$ cat src/rtl/fp_addsub_sched.sv
// Round-robin scheduler/sequencer for the combinational FP add/sub datapath.
// Optional counters: define FP_ADDSUB_SCHED_STATS_EN for stat_ops/stat_errs.
module fp_addsub_sched #(
  parameter int unsigned SETTLE_CYCLES = 2
) (
  input  logic        clk,
  input  logic        rst,
  input  logic [1:0]  req_valid,
  output logic [1:0]  req_ready,
  input  logic [63:0] req_a,
  input  logic [63:0] req_b,
  input  logic [1:0]  req_op,
  output logic        dp_sign1,
  output logic        dp_sign2,
  output logic [7:0]  dp_exp1,
  output logic [7:0]  dp_exp2,
  output logic [22:0] dp_sig1,
  output logic [22:0] dp_sig2,
  output logic        dp_opcode,
  input  logic [31:0] dp_fp_out,
  input  logic [2:0]  dp_error,
  output logic        rsp_valid,
  input  logic        rsp_ready,
  output logic        rsp_id,
  output logic [31:0] rsp_result,
  output logic [2:0]  rsp_error
`ifdef FP_ADDSUB_SCHED_STATS_EN
  ,
  output logic [15:0] stat_ops,
  output logic [15:0] stat_errs
`endif
);

  typedef enum logic [1:0] {
    IDLE = 2'd0,
    HOLD = 2'd1,
    WAIT = 2'd2,
    DONE = 2'd3
  } state_t;

  localparam logic [3:0] CNT_LAST = 4'(SETTLE_CYCLES - 1);

  state_t      state;
  logic [3:0]  cnt;
  logic        rr_last;
  logic        cur_id;
  logic [1:0]  grant;
  logic        sel;
  logic [31:0] op_a;
  logic [31:0] op_b;
  logic        op_sub;

  // Prefer the requester that did not win last; fall back to the other.
  always_comb begin
    grant = 2'b00;
    if (rr_last) begin
      if (req_valid[0])      grant = 2'b01;
      else if (req_valid[1]) grant = 2'b10;
    end else begin
      if (req_valid[1])      grant = 2'b10;
      else if (req_valid[0]) grant = 2'b01;
    end
  end

  assign req_ready = (state == IDLE) ? grant : 2'b00;
  assign sel       = grant[1];
  assign op_a      = sel ? req_a[63:32] : req_a[31:0];
  assign op_b      = sel ? req_b[63:32] : req_b[31:0];
  assign op_sub    = sel ? req_op[1] : req_op[0];

  always_ff @(posedge clk or posedge rst) begin
    if (rst) begin
      state      <= IDLE;
      cnt        <= 4'd0;
      rr_last    <= 1'b1;
      cur_id     <= 1'b0;
      dp_sign1   <= 1'b0;
      dp_sign2   <= 1'b0;
      dp_exp1    <= 8'd0;
      dp_exp2    <= 8'd0;
      dp_sig1    <= 23'd0;
      dp_sig2    <= 23'd0;
      dp_opcode  <= 1'b0;
      rsp_valid  <= 1'b0;
      rsp_id     <= 1'b0;
      rsp_result <= 32'd0;
      rsp_error  <= 3'd0;
    end else begin
      unique case (state)
        IDLE: begin
          if (|req_valid) begin
            dp_sign1  <= op_a[31];
            dp_exp1   <= op_a[30:23];
            dp_sig1   <= op_a[22:0];
            dp_sign2  <= op_b[31];
            dp_exp2   <= op_b[30:23];
            dp_sig2   <= op_b[22:0];
            dp_opcode <= op_sub;
            cur_id    <= sel;
            rr_last   <= sel;
            cnt       <= 4'd0;
            state     <= HOLD;
          end
        end
        HOLD: state <= WAIT;
        WAIT: begin
          if (cnt == CNT_LAST) begin
            rsp_result <= dp_fp_out;
            rsp_error  <= dp_error;
            rsp_id     <= cur_id;
            rsp_valid  <= 1'b1;
            state      <= DONE;
          end else begin
            cnt <= cnt + 4'd1;
          end
        end
        DONE: begin
          if (rsp_ready) begin
            rsp_valid <= 1'b0;
            state     <= IDLE;
          end
        end
      endcase
    end
  end

`ifdef FP_ADDSUB_SCHED_STATS_EN
  logic rsp_fire;
  assign rsp_fire = (state == DONE) && rsp_ready;

  always_ff @(posedge clk or posedge rst) begin
    if (rst) begin
      stat_ops  <= 16'd0;
      stat_errs <= 16'd0;
    end else if (rsp_fire) begin
      if (stat_ops != 16'hFFFF)
        stat_ops <= stat_ops + 16'd1;
      if ((rsp_error != 3'd0) && (stat_errs != 16'hFFFF))
        stat_errs <= stat_errs + 16'd1;
    end
  end
`endif

endmodule
$ cat config.mk
export PLATFORM = sky130hd
export DESIGN_NAME = fp_addsub_sched
export DESIGN_NICKNAME = d
export VERILOG_FILES = /design/src/rtl/fp_addsub_sched.sv
export SDC_FILE = /design/constraint.sdc
export NUM_CORES = 1
export LEC_CHECK = 0
export CAP_MARGIN = 20
export CORE_MARGIN = 2
export CORE_UTILIZATION = 39
export CTS_CLUSTER_SIZE = 20
export DETAILED_ROUTE_END_ITERATION = 6
export GPL_TIMING_DRIVEN = 0
export PLACE_DENSITY_LB_ADDON = 0.15
export SYNTH_ARGS = -nofsm -noshare
export SYNTH_HDL_FRONTEND = slang
export SYNTH_SLANG_ARGS = --single-unit
$ cat constraint.sdc
create_clock -name clk -period 4.8 [get_ports clk]
set_clock_uncertainty 0.05 [all_clocks]
set_input_delay 0.72 -clock clk [delete_from_list [all_inputs] [get_ports clk]]
set_output_delay 0.72 -clock clk [all_outputs]
set_load 0.01 [all_outputs]
==> flow_metrics.tcl <==
set metrics [dict create \
    top_level_ports 274 \
    timing.final.ws_setup_ns 1.87 \
    cpLargestDelayFamily "buffers and inverters" \
    yosys.area.top_type "dfrtp_1" \
    crit_type "input pin to output port" \
    layout.nets 951 \
    cpMostUsedCell "buf_2" \
    synthTopCellsByArea "dfrtp_1, a21oi_1, mux2_1" \
    max_stage_delay_ns 0.57 \
    cts_resized 0 \
    die-area_um2 13300 \
    setup_viol 0 \
    ys_warn_count 0 \
    synth_seq_area_share_pct 56.9 \
    yosysMostFrequentCell "a21oi_1" \
    post_cts_buffers 0 \
    grt_max_degree 71 \
    holdWs_ns 0.432 \
    cp_slowest_cell "clkdlybuf4s50_1" \
    synth.distinct_cells 36 \
    clockBufferDepth 2 \
    post-route-util_pct 67.3 \
    yosys-top-cells-count "a21oi_1, dfrtp_1, nand2_1" \
    worstPathArrival_ns 2.16 \
    clock_sinks 110 \
    grt_pass1_vias 4821 \
    end_kind "output port" \
    drive_gt1_share_pct 5.64 \
    maxClockFrequency_mhz 341 \
    die_h_um 115 \
    crit_required_ns 4.03 \
    hpwl_mm 11.9 \
    async_flop_share_pct 100 \
    drtAntennaViolNets 0 \
    dp.cells 932 \
    chipWidth_um 115 \
    cts_hold_buf 0 \
    initial_utilization_pct 40.1 \
    coreArea_um2 12100 \
    area_growth_pct 67.9 \
    routedWlPerCell_um 16.3 \
    status "completed" \
    path_clk_slew_ns 0.08 \
    htreeDepth 3 \
    num_rows 40 \
    hold_viol_final 0 \
    root_buffer "clkbuf_16" \
    via_per_inst 4.95 \
    post-route-period-util_pct 61.1 \
    worst_pin_slew_ns 0.524 \
    cts_tree "done" \
    fill_cells 970 \
    min_from "cur_id$_DFFE_PP0P_" \
    grtUsageTotal_pct 23.3 \
    ys_seq_elements 110 \
    fin_crit_ns 2.93 \
    grt-ovfl-total 0 \
    synth_area_um2 4840 \
    finalPower_mw 4.88 \
    max-vdd-ir-drop_v 0.000268 \
    rsz0062_at_grt "false" \
    place_area_um2 7790 \
    cp_cell_sequence "buf_2, a21boi_1, buf_2, and2_1, clkdlybuf4s50_1" \
    vias 4694 \
    globalplace.congestion 0.868 \
    synth_edf_count 0 \
    syn-num-nets 668 \
    routed_wl_mm 15.5 \
    clock_latency_ns 0.35 \
    drv_slew 0 \
    startpoint_type "input pin" \
    antenna_cells 0 \
    power_density_nw_per_um2 601 \
    power.leakage_nw 3.42 \
    detailedPlace.worstSlack_ns 1.83 \
    drv_cap 0 \
    postSynthAreaPerCell_um2 9.83 \
    post_layout_nonfiller_instances 948 \
    remaining_drc_errors 0 \
    startpoint "req_valid[1]" \
    worstHoldPathType "register to register" \
    synthFlopType "dfrtp_1" \
    grt_pass1_wl_mm 24.1 \
    worst_r2r_startpoint "state[0]$_DFFE_PP0P_" \
    synthCells 492 \
    port_buffers 271 \
    design_area_um2 8120 \
    dr.first_iter.drc_count 257 \
    synth_top_area_share_pct 56.4 \
    fin_tns_setup_ns 0 \
    antenna_found_initial 0 \
    slew_headroom_pct 64.9 \
    firstDrtPassIters 6 \
    numCtsBuffers 9 \
    crit_buf_inv 3 \
    cp_max_fo 10 \
]
==> kinds of logic (layout without fill, tap and decap cells) <==
kind of cell	count (synthesis)	in the layout	share of synthesized area, %
DFF	110	110	56.9
buffers and inverters	42	330	3.86
AOI/OAI and AO/OA	149	149	16.3
adders and majority gates	6	6	1.55
muxes	37	37	8.69
and+or+nand+nor	148	148	12.6
==> final timing paths <==
kind                                             end  slack, ns  depth (start not counted)
min in group asynchronous  rsp_result[3]$_DFFE_PP0P_       0.72                          2
max reg2reg                   dp_sig2[1]$_DFFE_PP0P_       2.68                          8
max                                     req_ready[1]       1.87                          5
min                               cur_id$_DFFE_PP0P_       0.43                          1
max in group asynchronous     dp_sig1[0]$_DFFE_PP0P_       3.27                          3
min reg2reg                       cur_id$_DFFE_PP0P_       0.43                          1
==> worst reg2reg max path, cell delays in order, from the launching register on <==
cell	delay, ns
dfrtp_1	0.38
inv_1	0.13
ha_1	0.16
buf_2	0.18
o21a_1	0.16
buf_2	0.24
clkbuf_1	0.42
nor2_1	0.13
a21oi_1	0.18
==> cells in the final DEF, fill, tap and decap left out, types with 2 or more instances in the layout <==
cell	netlist	layout
a21oi_1	132	132
buf_1	7	7
buf_2	17	17
buf_4	2	2
bufinv_16	0	2
clkbuf_1	10	10
clkbuf_16	0	9
clkdlybuf4s50_1	0	271
clkinvlp_4	0	2
dfrtp_1	109	109
ha_1	6	6
inv_1	6	5
inv_8	0	2
mux2_1	36	36
nand2_1	68	68
nand3_1	3	3
nor2_1	67	67
o21ai_0	2	2
o31ai_1	5	5
==> state kept, by name (all words and copies together) (netlist names), 2 cells and up <==
| name | count |
|---|---|
| dp_sig2 | 23 |
| dp_sig1 | 23 |
| state | 2 |
| dp_exp2 | 8 |
| cnt | 4 |
| dp_exp1 | 8 |
| rsp_error | 3 |
| rsp_result | 32 |
==> cell type report <==
class                           instances  area, µm²  share of cell area (%)
Sequential cell                       110       2750                    33.9
Timing Repair Buffer                  272       2740                    33.7
Multi-Input combinational cell        340       1900                    23.3
Clock buffer                            9        225                    2.77
Tap cell                              168        210                    2.59
Buffer                                 36        164                    2.02
Clock inverter                          7        106                    1.31
Inverter                                6       25.0                   0.308
==> power breakdown <==
| part | switching [mW] | total, mW | internal (mW) |
|---|---|---|---|
| Clock | 0.354 | 0.820 | 0.466 |
| Sequential | 0.245 | 1.64 | 1.40 |
| Combinational | 1.11 | 2.42 | 1.30 |
| Total | 1.71 | 4.88 | 3.17 |
==> layer usage <==
metal	vias to the layer above	share of wire (%)	track usage (%)	wire length [µm]
met5	-	0	0	0
met4	0	2.6	9.16	409
met3	30	10	8.01	1580
met2	214	48	39.2	7510
met1	2209	39	27.4	5990
li1	2241	-	-	-
No activity file was read; power rests on OpenSTA's default activity.
